==> src/rtl/pio_out_blink.sv <==
// Avalon-MM output port: WIDTH channels with atomic set/clear/toggle, pin readback
// and per-channel blinking driven by a shared half-period prescaler.
module pio_out_blink #(
    parameter int unsigned WIDTH   = 10,
    parameter int unsigned PRESC_W = 24,
    parameter int unsigned DATA_W  = 32
) (
    input  logic              clk,
    input  logic              reset_n,
    input  logic [2:0]        address,
    input  logic              chipselect,
    input  logic              write_n,
    input  logic [DATA_W-1:0] writedata,
    output logic [DATA_W-1:0] readdata,
    output logic [WIDTH-1:0]  out_port
);

    localparam logic [2:0] AddrData   = 3'd0;
    localparam logic [2:0] AddrBlink  = 3'd1;
    localparam logic [2:0] AddrPeriod = 3'd2;
    localparam logic [2:0] AddrSet    = 3'd3;
    localparam logic [2:0] AddrClr    = 3'd4;
    localparam logic [2:0] AddrToggle = 3'd5;
    localparam logic [2:0] AddrPins   = 3'd6;

    logic               wr;
    logic [WIDTH-1:0]   wdata_ch;
    logic [PRESC_W-1:0] wdata_per;

    logic [WIDTH-1:0]   data_q, data_d;
    logic [WIDTH-1:0]   blink_en_q, blink_en_d;
    logic [PRESC_W-1:0] period_q, period_d;
    logic [PRESC_W-1:0] cnt_q, cnt_d;
    logic               phase_q, phase_d;

    logic               unused_wdata;

    assign wr        = chipselect & ~write_n;
    assign wdata_ch  = writedata[WIDTH-1:0];
    assign wdata_per = writedata[PRESC_W-1:0];

    // Bus bits above both field widths are architecturally ignored.
    assign unused_wdata = ^writedata;

    always_comb begin
        data_d     = data_q;
        blink_en_d = blink_en_q;
        period_d   = period_q;
        if (wr) begin
            case (address)
                AddrData:   data_d     = wdata_ch;
                AddrBlink:  blink_en_d = wdata_ch;
                AddrPeriod: period_d   = wdata_per;
                AddrSet:    data_d     = data_q | wdata_ch;
                AddrClr:    data_d     = data_q & ~wdata_ch;
                AddrToggle: data_d     = data_q ^ wdata_ch;
                default:    ;
            endcase
        end
    end

    // Each phase lasts period+1 cycles; a PERIOD write restarts in the "on" phase.
    always_comb begin
        cnt_d   = cnt_q;
        phase_d = phase_q;
        if (wr && (address == AddrPeriod)) begin
            cnt_d   = wdata_per;
            phase_d = 1'b1;
        end else if (period_q == '0) begin
            cnt_d   = '0;
            phase_d = 1'b1;
        end else if (cnt_q == '0) begin
            cnt_d   = period_q;
            phase_d = ~phase_q;
        end else begin
            cnt_d   = cnt_q - PRESC_W'(1);
        end
    end

    always_ff @(posedge clk or negedge reset_n) begin
        if (!reset_n) begin
            data_q     <= '0;
            blink_en_q <= '0;
            period_q   <= '0;
            cnt_q      <= '0;
            phase_q    <= 1'b1;
        end else begin
            data_q     <= data_d;
            blink_en_q <= blink_en_d;
            period_q   <= period_d;
            cnt_q      <= cnt_d;
            phase_q    <= phase_d;
        end
    end

    assign out_port = data_q & ~(blink_en_q & {WIDTH{~phase_q}});

    always_comb begin
        readdata = '0;
        case (address)
            AddrData:   readdata = DATA_W'(data_q);
            AddrBlink:  readdata = DATA_W'(blink_en_q);
            AddrPeriod: readdata = DATA_W'(period_q);
            AddrPins:   readdata = DATA_W'(out_port);
            default:    readdata = '0;
        endcase
    end

endmodule

==> config.mk <==
export PLATFORM = sky130hd
export DESIGN_NAME = pio_out_blink
export DESIGN_NICKNAME = d
export VERILOG_FILES = /design/src/rtl/pio_out_blink.sv
export SDC_FILE = /design/constraint.sdc
export NUM_CORES = 1
export LEC_CHECK = 0
export ABC_AREA = 0
export BUFFER_PORTS_ARGS = -buffer_cell sky130_fd_sc_hd__buf_2
export CORE_MARGIN = 4
export CORE_UTILIZATION = 57
export CTS_CLUSTER_SIZE = 8
export DETAILED_ROUTE_END_ITERATION = 10
export PLACE_DENSITY = 0.87
export SLEW_MARGIN = 10
export SYNTH_ARGS = -nofsm -noshare
export SYNTH_HDL_FRONTEND = slang
export SYNTH_SLANG_ARGS = --single-unit
==> constraint.sdc <==
create_clock -name clk -period 2.73 [get_ports clk]
set_input_delay 0.1365 -clock clk [delete_from_list [all_inputs] [get_ports clk]]
set_output_delay 0.1365 -clock clk [all_outputs]
set_load 0.005 [all_outputs]
Word level (Yosys, flattened, before mapping)
Cells that the tools add are included.
{"block": "op_classes", "n_addsub": 1, "n_eq_ne": 6, "mux": 8, "bitwise_logic": 10, "n_reduce_logical": 9}
{"cell": "case mux 24 bit (4 select lines)", "count": 1}
{"cell": "two-way mux 24 bit", "count": 3}
{"cell": "logical NOT 24 bit", "count": 2}
{"cell": "case mux 10 bit (4 select lines)", "count": 1}
{"cell": "bitwise AND 10 bit", "count": 3}
{"cell": "subtractor 24 x 1 -> 24 bit (second input constant)", "count": 1}
{"cell": "inverter 10 bit", "count": 2}
{"cell": "bitwise OR 10 bit", "count": 1}
{"cell": "bitwise XOR 10 bit", "count": 1}
{"cell": "equality test 3 bit (second input constant)", "count": 3}
{"cell": "equality test 3 x 2 -> 1 bit (second input constant)", "count": 2}
{"cell": "AND reduction 2 bit", "count": 3}
{"cell": "nonzero test 4 bit", "count": 1}
{"cell": "equality test 3 x 1 -> 1 bit (second input constant)", "count": 1}
{"cell": "logical NOT 3 bit", "count": 1}
{"cell": "two-way mux 1 bit", "count": 3}
{"cell": "nonzero test 3 bit", "count": 1}
{"cell": "inverter 1 bit", "count": 2}
{"cell": "bitwise AND 1 bit", "count": 1}
{"cell": "logical AND 1 bit", "count": 1}
{"block": "word_totals", "register_bits": 69, "input_bits": 39, "out_inout_bits": 42, "word_cells": 39}

Longest topological paths before layout
{"block": "logic_depth", "word_depth": 5, "mapped_depth": 9, "mapped_depth_nobuf": 7}

Least setup slack after synthesis
OpenSTA, ideal clock, no wires.
{"block": "synth_timing", "path_kind": "reg2reg", "startpoint": "register cnt_q[0]", "endpoint": "register cnt_q[22]", "setup_time_ns": 0.083, "arrival_ns": 2.032, "required_time_ns": 2.647, "path_slack_ns": 0.616, "stages_incl_launch_ff": 9, "n_path_buf": 1, "synth_period_minus_slack_ns": 2.114, "path_cell_list": "dfrtp_1 inv_1 ha_1 or3b_2 clkbuf_1 nor4b_1 nor3b_1 a31o_2 o21ai_0"}
{"block": "synth_via", "elab_chain_len": 4, "elab_cells_between_ends": 5, "classes_between": "add/sub (1); mux (3); reduce/logical (1)"}
{"item": "start, declared", "line_no": "33", "text": "logic [PRESC_W-1:0] cnt_q, cnt_d;"}
{"item": "start signal, assigned", "line_no": "91", "text": "cnt_q <= cnt_d;"}
{"item": "subtractor 24 x 1 -> 24 bit or logical NOT 24 bit (tied branches)", "line_no": "76, 72"}
{"item": "two-way mux 24 bit *", "line_no": "72", "text": "end else if (cnt_q == '0) begin"}
{"item": "two-way mux 24 bit *", "line_no": "69", "text": "end else if (period_q == '0) begin"}
{"item": "two-way mux 24 bit *", "line_no": "66", "text": "if (wr && (address == AddrPeriod)) begin"}
{"item": "named net cnt_d[22]", "line_no": "33"}
Mark *: on every way through the listed nets, which the timed path passes. The rest lies on a longest branch.
A chain may end at the register's enable or synchronous reset.

Worst setup path after layout
{"block": "layout_timing", "startpoint": "register cnt_q[11]", "endpoint": "register cnt_q[7]"}
{"block": "layout_via", "elab_chain_len": 4}
{"item": "logical NOT 24 bit", "line_no": "72"}
{"item": "two-way mux 24 bit", "line_no": "72"}
{"item": "two-way mux 24 bit", "line_no": "69"}
{"item": "two-way mux 24 bit", "line_no": "66"}
{"item": "named net cnt_d[7]", "line_no": "33"}
The timed path passes the listed nets, and every way through them passes these cells.

==> key figures <==
Outcome
  – Status: complete, no violations

Die
  – # rows: 32
  – I/O pin cnt: 81
  – Die area: 0.009345 mm^2
  – Die Width: 96.67 um
  – DIE HEIGHT: 96.67 um
  – Initial Utilization: 0.5830
  – Core area: 0.007687 mm^2

Critical path
  – Worst Setup End Kind: flop
  – Arr. time, crit path: 2.69 ns
  – Setup crit end: cnt_q[7]
  – Slowest stage delay, CP: 0.60 ns
  – Reg2reg start: cnt_q[11]
  – Slowest CP cell: nor4_2
  – Critical Path Stages: 6
  – WP buf/inv: 1
  – Critical Path Source Type: flop
  – Crit Path Max Fanout: 18
  – Crit Reg-Reg Endpoint: cnt_q[7]
  – Reg2reg path depth: 6
  – Reg2Reg Setup Slack: 0.29 ns
  – Critical-path cell list: nor4_2, nand3_4, or3_4, buf_4, mux2i_1, o21ai_0
  – Setup CP Type: reg2reg
  – Top delay family on crit path: simple AND/OR/NAND/NOR gates
  – Required @ worst endpoint: 2.98 ns
  – Crit path launch: cnt_q[11]

Global routing
  – Largest net degree at the start of global routing: 27
  – Total global-route track usage: 0.2623
  – Initial antenna violation count: 0
  – Global-route wire length before repair: 20.28 mm
  – Grt total ovfl: 0
  – Vias in the first global route: 4309

Placed design
  – DP Wirelength: 8.390 mm
  – Worst slack, placed: 0.1306 ns
  – Post-DP Area: 0.004883 mm^2
  – Placed Instances: 684
  – GPL Wtd Cong: 0.8561
  – Buffers added on ports: 64

Finish
  – Layout overhead on the synthesized area: 16.53%
  – Fin util: 0.6794
  – Fill count: 624
  – Share of cells above drive strength 1: 0.1977
  – Antenna cells: 0
  – # nets final: 663
  – Fin cells: 709
  – Fin area: 0.005223 mm^2

Pwr
  – Leakage: 2.612 nW
  – Peak supply drop: 0.4099 mV
  – Pwr/cell area: 767.9 mW/mm^2

CTS
  – H-Tree Depth: 3
  – Sink Count: 69
  – Post-CTS Setup Bufs: 0
  – Clk_lat worst skew: 0.35 ns
  – Clk slew on worst S/H paths: 0.08 ns
  – Clock tree from TritonCTS: done
  – CTS max path bufs: 2
  – Total CTS buffers: 9
  – Root Buffer: clkbuf_8

Logic synthesis
  – Post-Synthesis Cells: 533
  – Area share of the largest cell type after synthesis: 0.3797
  – Post-Syn Area: 0.004482 mm^2
  – Mapped Avg Cell Area: 8.409 um^2
  – Sequential area share after synthesis: 0.3855
  – Unique masters post-synth: 55
  – Number of synthesized flops with an enable pin: 0
  – Synth Warn #: 0
  – Yosys top cell by area: dfrtp_1
  – Ys async rst share: 1.000
  – Ys flop type: dfrtp_1
  – Synth area leaders: dfrtp_1, nand2_1, o21ai_0
  – Register bit total from synthesis: 69

STA
  – Final worst setup slack: 0.2880 ns
  – Slew Limit Fails: 0
  – RSZ-0062 raised after global routing: no
  – Relative slew slack: 0.5453
  – Final setup fails: 0
  – Clock Skews: 0.01242 ns
  – Part of the cycle the worst path needs: 0.8945
  – Measured slew at the worst slew-check pin: 0.6775 ns
  – Fin. Hold Viols: 0
  – FMAX: 409.5 MHz
  – Final setup TNS: 0 ns
  – Fin crit period: 2.442 ns

Routing
  – Pre-Repair DR Iteration Count: 5
  – Remaining DRCs: 0
  – Antenna Violating Nets Remaining: 0
  – Total wire length: 12.01 mm
  – Vias post-DR: 4242
  – DR vias/cell: 5.983
  – Wirelength per Cell: 16.94 um
  – 1st-iter DRT viols: 396

Run
  – Max_cap viols: 0

Hold path
  – HP Start: writedata[22]
  – Hold WC Path Type: in2reg
==> cells in the final DEF, fill, tap and decap left out, drive strengths merged, types with 4 or more instances in the layout <==
| cell type | instances |
|---|---|
| a21oi | 17 |
| a22oi | 10 |
| a31o | 9 |
| and2 | 16 |
| buf | 81 |
| clkbuf | 13 |
| conb | 8 |
| dfrtp | 68 |
| dlygate4sd3 | 9 |
| ha | 22 |
| inv | 25 |
| mux2i | 26 |
| nand2 | 110 |
| nand3 | 9 |
| nand4 | 4 |
| nor2 | 30 |
| nor3 | 10 |
| nor3b | 4 |
| nor4 | 10 |
| o21ai | 70 |
| o22a | 5 |
| o31ai | 5 |
| xnor2 | 10 |
==> how the worst min path moves through the flow <==
| stage | end | slack [ns] | cells after the start |
|---|---|---|---|
| 2_1_floorplan | blink_en_q[0] | -0.16 | 0 |
| 3_3_place_gp | blink_en_q[9] | 0.13 | 1 |
| 3_5_place_dp | blink_en_q[8] | 0.14 | 1 |
| 4_1_cts | period_q[22] | 0.003 | 3 |
| 5_1_grt | period_q[22] | 0.03 | 3 |
| 6_report | period_q[22] | 0.004 | 3 |
==> power by group <==
| part | total, W | leakage (nW) | internal [W] | switching (W) |
|---|---|---|---|---|
| sequential | 0.00170 | 0.871 | 0.00131 | 0.000386 |
| combinational | 0.00130 | 1.62 | 0.000592 | 0.000708 |
| clock | 0.00101 | 0.126 | 0.000613 | 0.000397 |
==> registers in the layout (all words and copies together), names as in the netlist <==
signal,flops
phase_q,1
blink_en_q,10
data_q,10
cnt_q,24
period_q,24
==> cells in the mapped netlist, types with 3 or more instances <==
cell	n
a22oi_1	10
dfrtp_1	68
mux2i_1	26
inv_1	25
xnor2_1	10
o31ai_1	5
nor3b_1	4
and2_1	14
buf_4	8
o22a_1	5
nand2_1	110
nand3_1	7
ha_1	22
buf_1	3
o21ai_0	69
nor4_1	6
a21oi_1	17
nor2_1	30
nor3_1	9
a31o_2	9
nand4_1	4
o21a_1	3
clkbuf_1	19
buf_2	7
==> per-layer routing <==
metal  GRT usage  wire length (um)
met1      0.3139              4672
met2      0.4602              6110
met3     0.04398               834
met4      0.1188               393
met5           0                 0
==> worst min-delay path, delay by kind of cell <==
family / cells / cell delay, ns
buf+inv: 1 / 0.08
simple gates: 2 / 0.10
==> stage by stage <==
stage          total power, W  hold slack [ns]
2_1_floorplan        0.002527          -0.1591
3_3_place_gp         0.002854           0.1283
3_5_place_dp         0.002954           0.1377
4_1_cts              0.003987         0.002756
5_1_grt              0.004255          0.03014
6_report             0.004010         0.003899
==> final cells by class <==
class                   instances  area, um^2  area share
flip-flops and latches         69        1728      0.3309
inverters                      25       93.84     0.01797
well taps                     102       127.6     0.02444
clock inverters                 3       65.06     0.01246
multi-input cells             407        2491      0.4770
clock buffers                  13       178.9     0.03426
repair buffers                 90       538.0      0.1030
==> kinds of logic (layout without fill, tap and decap cells) <==
family,after synthesis,count (layout),synth area share
xor gates and xnor gates,12,12,0.02345
other,1,8,0.0008367
buffers and inverters,64,131,0.06561
and+or+nand+nor,210,210,0.2337
muxes,26,26,0.05807
DFF,69,69,0.3855
AOI/OAI and AO/OA,129,129,0.1714
adders and majority gates,22,22,0.06142
==> timing repair <==
action | 4_1_cts | 5_1_grt
hold buffers | 9 | 0
endpoints found under the setup margin | 0 | 5
hold endpoints to repair | 27 | 0
resized for setup | 0 | 1
Note: power is estimated with default switching activity, not from simulation.
